--- src/rtl/rom_pkg.sv ---
// -----------------------------------------------------------------------------
// rom_pkg
// Shared definitions for the ROM burst fetch engine.
//   DEF_DATA_WIDTH / DEF_ADDR_WIDTH : default ROM word and address widths
//   FIFO_DEPTH                      : entries in the return buffer
//   fetch_state_t                   : burst controller states
// -----------------------------------------------------------------------------
package rom_pkg;

  localparam int DEF_DATA_WIDTH = 7;
  localparam int DEF_ADDR_WIDTH = 4;

  // The request throttle allows at most this many words to be either
  // buffered or on their way back from the ROM.
  localparam int FIFO_DEPTH = 2;

  typedef enum logic [1:0] {
    IDLE  = 2'd0,
    FETCH = 2'd1,
    DRAIN = 2'd2,
    FIN   = 2'd3
  } fetch_state_t;

endpackage

--- src/rtl/rom_fetch_fifo.sv ---
// -----------------------------------------------------------------------------
// rom_fetch_fifo
// Two-entry first-word-fall-through buffer holding returned ROM words together
// with their addresses. Entry 0 is always the head, so the head output is a
// plain register and stays stable while the consumer stalls.
//   clk       in   rising-edge clock
//   rst       in   synchronous active-high reset, clears contents and count
//   push      in   write push_data this cycle
//   push_data in   WIDTH-bit word to store
//   pop       in   remove the head entry this cycle (ignored when empty)
//   head_data out  current head entry
//   count     out  number of valid entries (0..2)
//   empty     out  no valid entries
// -----------------------------------------------------------------------------
module rom_fetch_fifo
  import rom_pkg::*;
#(
  parameter int WIDTH = DEF_DATA_WIDTH + DEF_ADDR_WIDTH
) (
  input  logic             clk,
  input  logic             rst,
  input  logic             push,
  input  logic [WIDTH-1:0] push_data,
  input  logic             pop,
  output logic [WIDTH-1:0] head_data,
  output logic [1:0]       count,
  output logic             empty
);

  logic [WIDTH-1:0] entry0;
  logic [WIDTH-1:0] entry1;
  logic             pop_ok;
  logic             push_ok;

  // Pops on an empty buffer are dropped; a push into a full buffer is only
  // accepted when the head leaves in the same cycle.
  always_comb begin
    pop_ok  = pop && (count != 2'd0);
    push_ok = push && ((count != 2'd2) || pop_ok);
  end

  // Shift-style storage: a pop moves entry 1 into the head slot, a push
  // lands in the first free slot after the pop has been applied.
  always_ff @(posedge clk) begin
    if (rst) begin
      entry0 <= '0;
      entry1 <= '0;
      count  <= 2'd0;
    end else begin
      case ({push_ok, pop_ok})
        2'b10: begin
          if (count == 2'd0) begin
            entry0 <= push_data;
          end else begin
            entry1 <= push_data;
          end
          count <= count + 2'd1;
        end
        2'b01: begin
          entry0 <= entry1;
          count  <= count - 2'd1;
        end
        2'b11: begin
          if (count == 2'd1) begin
            entry0 <= push_data;
          end else begin
            entry0 <= entry1;
            entry1 <= push_data;
          end
        end
        default: begin
        end
      endcase
    end
  end

  assign head_data = entry0;
  assign empty     = (count == 2'd0);

endmodule

--- src/rtl/rom_fetch.sv ---
// -----------------------------------------------------------------------------
// rom_fetch
// Burst reader for a synchronous ROM with one cycle of read latency. A start
// pulse in IDLE launches a burst of len consecutive (wrapping) addresses from
// start_addr; returned words are streamed out over a valid/ready interface
// with their addresses attached.
//   clk        in   rising-edge clock
//   rst        in   synchronous active-high reset
//   start      in   begin a burst (only looked at in IDLE)
//   start_addr in   first ROM address of the burst
//   len        in   number of words, 0..2**ADDR_WIDTH
//   busy       out  burst in progress (FETCH or DRAIN)
//   done       out  one-cycle pulse in FIN
//   rom_addr   out  address presented to the ROM, held while idle
//   rom_ena    out  one-cycle read request
//   rom_data   in   ROM read data, valid the cycle after a request
//   out_data   out  streamed word
//   out_addr   out  address of out_data
//   out_valid  out  stream valid
//   out_ready  in   consumer ready
//   out_sum    out  running burst checksum
// Build option: define ROM_FETCH_CHECKSUM_EN to compute out_sum as the
// modulo-2**DATA_WIDTH sum of the words delivered in the current burst;
// otherwise out_sum is tied to zero and no adder exists.
// -----------------------------------------------------------------------------
module rom_fetch
  import rom_pkg::*;
#(
  parameter int DATA_WIDTH = DEF_DATA_WIDTH,
  parameter int ADDR_WIDTH = DEF_ADDR_WIDTH
) (
  input  logic                  clk,
  input  logic                  rst,
  input  logic                  start,
  input  logic [ADDR_WIDTH-1:0] start_addr,
  input  logic [ADDR_WIDTH:0]   len,
  output logic                  busy,
  output logic                  done,
  output logic [ADDR_WIDTH-1:0] rom_addr,
  output logic                  rom_ena,
  input  logic [DATA_WIDTH-1:0] rom_data,
  output logic [DATA_WIDTH-1:0] out_data,
  output logic [ADDR_WIDTH-1:0] out_addr,
  output logic                  out_valid,
  input  logic                  out_ready,
  output logic [DATA_WIDTH-1:0] out_sum
);

  localparam int FIFO_WIDTH = DATA_WIDTH + ADDR_WIDTH;

  fetch_state_t              state;
  logic [ADDR_WIDTH-1:0]     next_addr;
  logic [ADDR_WIDTH:0]       remaining;
  logic [FIFO_WIDTH-1:0]     fifo_head;
  logic [1:0]                fifo_count;
  logic                      fifo_empty;
  logic                      pop;
  logic [2:0]                occ_next;
  logic                      can_issue;
  logic                      drain_done;

  // The read issued last cycle (rom_ena still high) lands in the buffer on
  // this edge together with the address it was issued for.
  rom_fetch_fifo #(
    .WIDTH(FIFO_WIDTH)
  ) u_fifo (
    .clk       (clk),
    .rst       (rst),
    .push      (rom_ena),
    .push_data ({rom_addr, rom_data}),
    .pop       (pop),
    .head_data (fifo_head),
    .count     (fifo_count),
    .empty     (fifo_empty)
  );

  assign out_valid = !fifo_empty;
  assign out_addr  = fifo_head[FIFO_WIDTH-1:DATA_WIDTH];
  assign out_data  = fifo_head[DATA_WIDTH-1:0];
  assign pop       = out_valid && out_ready;

  // Buffer occupancy right after this edge: the in-flight word arrives and
  // the head may leave. With only a single cycle of latency, the returning
  // word is the only one that can be in flight, so a new request is safe
  // whenever that post-edge occupancy leaves room for it. In steady state
  // (consumer always ready) this settles at one word and issues every cycle.
  always_comb begin
    occ_next   = 3'(fifo_count) + 3'(rom_ena) - 3'(pop);
    can_issue  = (occ_next < 3'(FIFO_DEPTH));
    drain_done = !rom_ena && (occ_next == 3'd0);
  end

  // Burst controller. rom_ena is a registered one-cycle request and rom_addr
  // only moves when a request is made, so it holds its value between bursts.
  // start is only examined in IDLE, which makes it ignored while busy and in
  // FIN. The first request is launched on the same edge that accepts start.
  always_ff @(posedge clk) begin
    if (rst) begin
      state     <= IDLE;
      busy      <= 1'b0;
      done      <= 1'b0;
      rom_ena   <= 1'b0;
      rom_addr  <= '0;
      next_addr <= '0;
      remaining <= '0;
    end else begin
      rom_ena <= 1'b0;
      done    <= 1'b0;
      case (state)
        IDLE: begin
          if (start) begin
            if (len == '0) begin
              state <= FIN;
              done  <= 1'b1;
            end else begin
              state     <= FETCH;
              busy      <= 1'b1;
              rom_ena   <= 1'b1;
              rom_addr  <= start_addr;
              next_addr <= start_addr + 1'b1;
              remaining <= len - 1'b1;
            end
          end
        end
        FETCH: begin
          if (remaining == '0) begin
            state <= DRAIN;
          end else if (can_issue) begin
            rom_ena   <= 1'b1;
            rom_addr  <= next_addr;
            next_addr <= next_addr + 1'b1;
            remaining <= remaining - 1'b1;
            if (remaining == (ADDR_WIDTH + 1)'(1)) begin
              state <= DRAIN;
            end
          end
        end
        DRAIN: begin
          if (drain_done) begin
            state <= FIN;
            busy  <= 1'b0;
            done  <= 1'b1;
          end
        end
        FIN: begin
          state <= IDLE;
        end
        default: begin
          state <= IDLE;
          busy  <= 1'b0;
        end
      endcase
    end
  end

`ifdef ROM_FETCH_CHECKSUM_EN
  logic [DATA_WIDTH-1:0] sum_q;

  // Accumulates every delivered word; the last word is added on the same
  // edge that enters FIN, so the value is complete while done is high.
  always_ff @(posedge clk) begin
    if (rst) begin
      sum_q <= '0;
    end else if ((state == IDLE) && start) begin
      sum_q <= '0;
    end else if (pop) begin
      sum_q <= sum_q + out_data;
    end
  end

  assign out_sum = sum_q;
`else
  assign out_sum = '0;
`endif

endmodule

--- config.mk ---
export PLATFORM = sky130hd
export DESIGN_NAME = rom_fetch
export DESIGN_NICKNAME = d
export VERILOG_FILES = /design/src/rtl/rom_pkg.sv /design/src/rtl/rom_fetch_fifo.sv /design/src/rtl/rom_fetch.sv
export SDC_FILE = /design/constraint.sdc
export NUM_CORES = 1
export LEC_CHECK = 0
export ABC_AREA = 1
export CORE_MARGIN = 8
export CORE_UTILIZATION = 35
export CTS_BUF_LIST = sky130_fd_sc_hd__clkbuf_8
export DETAILED_ROUTE_END_ITERATION = 7
export HOLD_SLACK_MARGIN = 0.12
export PLACE_DENSITY = 0.55
export SLEW_MARGIN = 5
export SYNTH_ARGS = -nofsm -noshare
export SYNTH_HDL_FRONTEND = slang
export SYNTH_SLANG_ARGS = --single-unit
--- constraint.sdc ---
create_clock -name clk -period 4.6 [get_ports clk]
set_input_delay 0.46 -clock clk [delete_from_list [all_inputs] [get_ports clk]]
set_output_delay 0.46 -clock clk [all_outputs]
set_load 0.02 [all_outputs]
Yosys cells after proc, flatten, opt, wreduce, memory -nomap -nowiden. Index checks and enable logic that the tools add are counted.

Register bits after elaboration: 42. Latch bits: 0. RAM bits: 0. ROM bits: 0. Bits of input ports: 20. Output and inout bits: 26. Logic and storage cells: 103. Memories kept: 0.

Add/subtract/negate cells: 8. $mul: 0. Divide/modulo/power cells: 0. Magnitude comparators: 1. Equal/unequal tests: 19. Shifts and indexed selects: 0. Muxes and demuxes: 42. Bitwise gates (word level): 0. Reduce and logical (&&, ||, !) cells: 23.

Operators by type and width (number): $mux W11 (4); $pmux W11 S3 (1); $mux W4 (8); $pmux W11 S2 (1); $mux W5 (4); $ne A2 B2 Y1 const B (9); $pmux W4 S2 (2); $mux W2 (6); $logic_not A5 Y1 (2); $mux W1 (10); $pmux W5 S2 (1); $reduce_bool A2 Y1 (5); $sub A5 B1 Y5 const B (2); $add A4 B1 Y4 const B (2); $eq A2 B2 Y1 const B (4); $pmux W2 S4 (1); $reduce_and A4 Y1 (2); $eq A2 B1 Y1 const B (3); $ne A3 B3 Y1 const B (2); $pmux W1 S2 (3); $eq A5 B1 Y1 const B (1); $reduce_and A5 Y1 (1); $logic_and A1 B1 Y1 (4); $logic_not A2 Y1 (2); 12 further kinds (13).

Logic depth before layout (Yosys ltp).
Depth after elaboration: 9. Depth in mapped cells: 17. Mapped depth without buffers: 16.

By module. Synthesis repeated with hierarchy kept, for this count alone.

Cells, all modules: 415. Area, all modules: 2691.3 µm².

Modules (own cells, without submodules): rom_fetch (times used 1, cells each 209, area each 1407.6 µm², sequential area each 360.3 µm²); rom_fetch_fifo (times used 1, cells each 206, area each 1283.7 µm², sequential area each 480.5 µm²).

Worst setup path before layout. No wires, ideal clock.

Kind: reg2reg. Start point: register u_fifo.count[1]. End point: register next_addr[2]. Setup time: 116 ps. Arrival: 2547 ps. Required time: 4484 ps. Slack: 1937 ps. Stages on the path, launching flop included: 17. Path buffers: 1. Clock period less this slack: 2663 ps. Cells stage by stage: dfxtp_1 inv_1 ha_1 nor2_2 ha_1 inv_1 ha_1 fa_1 inv_1 nand2_1 nor2_2 nand2_1 nand2_2 nand2_2 buf_6 o21ai_0 nor2_1.

Word-level cells in the longest chain between the ends: 7. Elaborated cells between the ends (all ways): 8. Classes of those cells: add/sub (2); order compare (1); eq/ne (1); reduce/logical (4).

Ends and longest elaborated chain: start: declaration (RTL line rom_fetch_fifo.sv:26) `output logic [1:0] count,`; start signal: assignment (RTL line rom_fetch_fifo.sv:57) `count <= count + 2'd1;`; start signal: assignment (RTL line rom_fetch_fifo.sv:61) `count <= count - 2'd1;`; branches (longest 3 deep; another with $add A2 B1 Y3); $sub A3 B1 Y3 (*) (RTL line rom_fetch.sv:88) `occ_next = 3'(fifo_count) + 3'(rom_ena) - 3'(pop);`; $lt A3 B2 Y1 (*) (RTL line rom_fetch.sv:89) `can_issue = (occ_next < 3'(FIFO_DEPTH));`; $ne A2 B2 Y1 (no line) (*); $reduce_and A5 Y1 (no line) (*); end signal: assignment (RTL line rom_fetch.sv:120) `next_addr <= start_addr + 1'b1;`; end signal: assignment (RTL line rom_fetch.sv:131) `next_addr <= next_addr + 1'b1;`; end: declaration (RTL line rom_fetch.sv:52) `logic [ADDR_WIDTH-1:0] next_addr;`.

Mark *: on every way between the ends. A chain may end at the register's enable or synchronous reset.

Worst setup path after layout.
Start point: register u_fifo.count[1]. End point: register rom_addr[3].

Word-level cells in the longest chain between the ends: 7. Elaborated cells between the ends (all ways): 8. Classes of those cells: add/sub (2); order compare (1); eq/ne (1); reduce/logical (4).

Ends and longest elaborated chain: branches (longest 3 deep; another with $add A2 B1 Y3); $sub A3 B1 Y3 (*) (RTL line rom_fetch.sv:88); $lt A3 B2 Y1 (*) (RTL line rom_fetch.sv:89); $ne A2 B2 Y1 (no line) (*); $reduce_and A5 Y1 (no line) (*); end signal: assignment (RTL line rom_fetch.sv:119) `rom_addr <= start_addr;`; end signal: assignment (RTL line rom_fetch.sv:130) `rom_addr <= next_addr;`; end: declaration (RTL line rom_fetch.sv:39) `output logic [ADDR_WIDTH-1:0] rom_addr,`.

Marked as above.

==> flow_summary_export.csv <==
group,metric,value,unit
final_layout,fin_cells,438,
cts,clkLatencyLatePin,300,ps
floorplan,num_rows,29,
sta,clock_skew,5.99,ps
logic_synthesis,synth_area_leader_cell,"dfxtp_1",
detailed_routing,vias,2087,
cts,clock_sinks,42,
cts,clk_pin_slew,80,ps
cts,post_cts_buffers,0,
detailed_routing,viasPerCell,4.76,
power,peakVddDrop,0.234,mV
place,io_buffer_count,38,
cts,clk_path_buf_depth,2,
logic_synthesis,synth_warnings,0,
cts,tritoncts,"done",
floorplan,core_area,6310,µm²
logic_synthesis,synth_ff_type,"dfxtp_1",
logic_synthesis,synth_top_area_share,0.372,
logic_synthesis,synth-edff-count,0,
power,combPwrFrac,0.532,
power,power.density,648,nW/µm²
logic_synthesis,synth-simple-area-share,0.242,
run_status,status,"completed",
logic_synthesis,synthCells,326,
floorplan,start_util,0.358,
worst_setup_path,crit_required,4840,ps
worst_setup_path,regToRegStartpoint,"u_fifo.count[1]$_SDFFE_PP0P_",
sta,rsz0062_at_grt,"false",
sta,fmax,0.331,GHz
run,drv_cap,0,
logic_synthesis,yosysMostFrequentCell,"nand2_1",
detailed_routing,wl_per_cell,11.3,µm
logic_synthesis,synth_xor_area_frac,0.00388,
logic_synthesis,netlist_area,2260,µm²
worst_setup_path,arrival,3260,ps
sta,finalSetupViolCount,0,
floorplan,die_w,96.3,µm
detailed_routing,wl,4950,µm
floorplan,dieArea,9280,µm²
grt,grt_max_degree,39,
logic_synthesis,yosys.area_share.adder,0.0753,
sta,period_share,0.656,
grt,grt_pass1_vias,1875,
sta,slew_viol_final,0,
logic_synthesis,async_flop_share,0,
logic_synthesis,ys_seq_area_frac,0.372,
sta,final_hold_viol_count,0,
grt,antenna_found_initial,0,
sta,holdWs,455,ps
grt,grt-ovfl-total,0,
worst_setup_path,rr_worst_depth,16,
place,hpwl,3730,µm
power,p_switching,0.797,mW
cts,cts-buffers-inserted,5,
detailed_routing,drtIter0Drc,68,
final_layout,area_delta_synth_final,21.3,%
power,sw_frac_of_total,0.449,
logic_synthesis,syn_avg_cell_area,6.93,µm²
power,p_int,0.978,mW
logic_synthesis,synth_top_family_by_area,"simple AND/OR/NAND/NOR gates",
worst_setup_path,worstSetupPathType,"reg2reg",
grt,gr-usage-all-layers,0.113,
detailed_routing,drc,0,
place,routabilityCongestion,0.807,
worst_setup_path,path_max_fanout,17,
worst_setup_path,crit_path_start_kind,"register",
sta,relSlewSlack,0.325,
logic_synthesis,synthDistinctLibCells,26,
final_layout,final_nets,393,
detailed_routing,first_pass_iters,4,
final_layout,n_antenna_cell,0,
worst_setup_path,crit_top_cell,"inv_1",
worst_setup_path,crit_path_start,"u_fifo.count[1]$_SDFFE_PP0P_",
worst_hold_path,min-delay-start,"next_addr[0]$_SDFFE_PP0P_",
logic_synthesis,synthMuxAreaShare,0.0177,
logic_synthesis,ys_seq_elements,42,
worst_setup_path,slowest_delay,420,ps
power,p_clk_frac,0.134,
grt,grt_pass1_wl,8410,µm
power,seq_power_share,0.334,
worst_setup_path,reg2reg_to,"rom_addr[3]$_SDFFE_PP0P_",
sta,finalSetupTns,0,ps
worst_setup_path,crit_path_end_kind,"register",
worst_setup_path,crit_slowest_cell,"fa_1",
cts,cts.repair.resized,0,
power,p_leak,1.29,nW
floorplan,io_pins,46,
place,place_ws,1380,ps
sta,worst_pin_slew,1010,ps
logic_synthesis,synth_compound_area_frac,0.172,
sta,setup_slack,1580,ps
floorplan,die_h,96.3,µm
final_layout,drive_gt1_frac,0.0471,
cts,ctsHoldBuffers,0,
worst_hold_path,hold_path_end,"next_addr[0]$_SDFFE_PP0P_",
cts,clock-root-buffer,"clkbuf_8",
detailed_routing,ant_nets,0,
cts,htree_levels,2,
logic_synthesis,synth_area_leaders,"dfxtp_1 37%, nand2_1 10%, o21ai_0 8.2%, nor2_1 7.0%, a21oi_1 6.9%",
worst_setup_path,r2r_setup_slack,1580,ps
place,dp_cells,430,
worst_hold_path,hold_depth,2,
worst_hold_path,min_path_type,"reg2reg",
power,total_power,1.78,mW
sta,min_period,3020,ps
worst_setup_path,cp_cell_sequence,"inv_1 > ha_1 > nor2_2 > ha_1 > inv_1 > ha_1 > fa_1 > inv_1 > nand2_1 > nor2_2 > nand2_1 > nand2_2 > nand2_2 > inv_1 > nor2_1 > nor2_1",
logic_synthesis,synthTopCellsByCount,"63 x nand2_1, 42 x dfxtp_1, 42 x nor2_1, 40 x inv_1, 37 x o21ai_0",
-- how the worst max path moves through the flow --
stage / to / slack [ps] / cells past startpoint
detailed placement: next_addr[2]$_SDFFE_PP0P_ / 1380 / 16
global placement: rom_addr[3]$_SDFFE_PP0P_ / 1480 / 16
CTS: rom_addr[3]$_SDFFE_PP0P_ / 1560 / 16
global route: next_addr[2]$_SDFFE_PP0P_ / 1160 / 16
finish: rom_addr[3]$_SDFFE_PP0P_ / 1580 / 16
floorplan: next_addr[2]$_SDFFE_PP0P_ / 1940 / 16
-- placed cells by master (no fill, tap or decap), drive strengths merged, types with 7 or more instances in the layout --
cell type | netlist | layout
dfxtp | 42 | 42
clkdlybuf4s50 | 0 | 38
o21ai | 42 | 42
nand2 | 66 | 66
ha | 12 | 12
nand3 | 18 | 18
conb | 1 | 7
inv | 41 | 41
nor2 | 44 | 44
a21oi | 32 | 32
-- sequential cells by signal, summed over array words and instances (netlist names) --
name	flops
u_fifo.count	2
rom_ena	1
state	2
u_fifo.head_data	11
remaining	5
busy	1
rom_addr	4
done	1
u_fifo.entry1	11
next_addr	4
-- routing by layer --
| layer | GRT usage | wire (µm) | vias to the layer above |
|---|---|---|---|
| li1 | - | - | 1096 |
| met4 | 0.0416 | 66 | 0 |
| met1 | 0.142 | 2380 | 955 |
| met5 | 0 | 0 | - |
| met2 | 0.182 | 2250 | 29 |
| met3 | 0.0289 | 262 | 7 |
-- cell families after synthesis --
| family | Yosys count |
|---|---|
| simple gates | 132 |
| buf+inv | 58 |
| compound gates | 75 |
| xor+xnor | 1 |
| flops | 42 |
| mux | 4 |
| other cells | 1 |
| fa+ha+maj | 13 |
-- power by group through the flow --
stage / registers [mW] / clock network [mW] / logic (mW)
global placement: 0.601 / 0 / 0.943
global route: 0.615 / 0.264 / 1.09
detailed placement: 0.601 / 0 / 0.953
finish: 0.592 / 0.238 / 0.945
CTS: 0.594 / 0.248 / 0.957
floorplan: 0.661 / 0 / 0.627
-- final cells by class --
class                      count  area (µm²)
fill                         685        3570
inverter                      41         154
clock inverter                 3        21.3
timing repair buffer          38         380
tap                           77        96.3
multi-input combinational    232        1180
sequential                    42         841
clock buffer                   5        68.8
-- critical path: cells and delay by family, from the launching register on --
family	cells	cell delay [ps]
and+or+nand+nor	8	1000
adders and majority gates	4	1090
DFF	1	410
buffers and inverters	4	440
-- through the flow --
stage	utilization	area (µm²)
after CTS	0.434	2740
after global routing	0.434	2740
after floorplan	-	2280
after detailed placement	0.420	2650
final	0.434	2740
after global placement	0.420	2650
(Power assumes the default switching activity.)
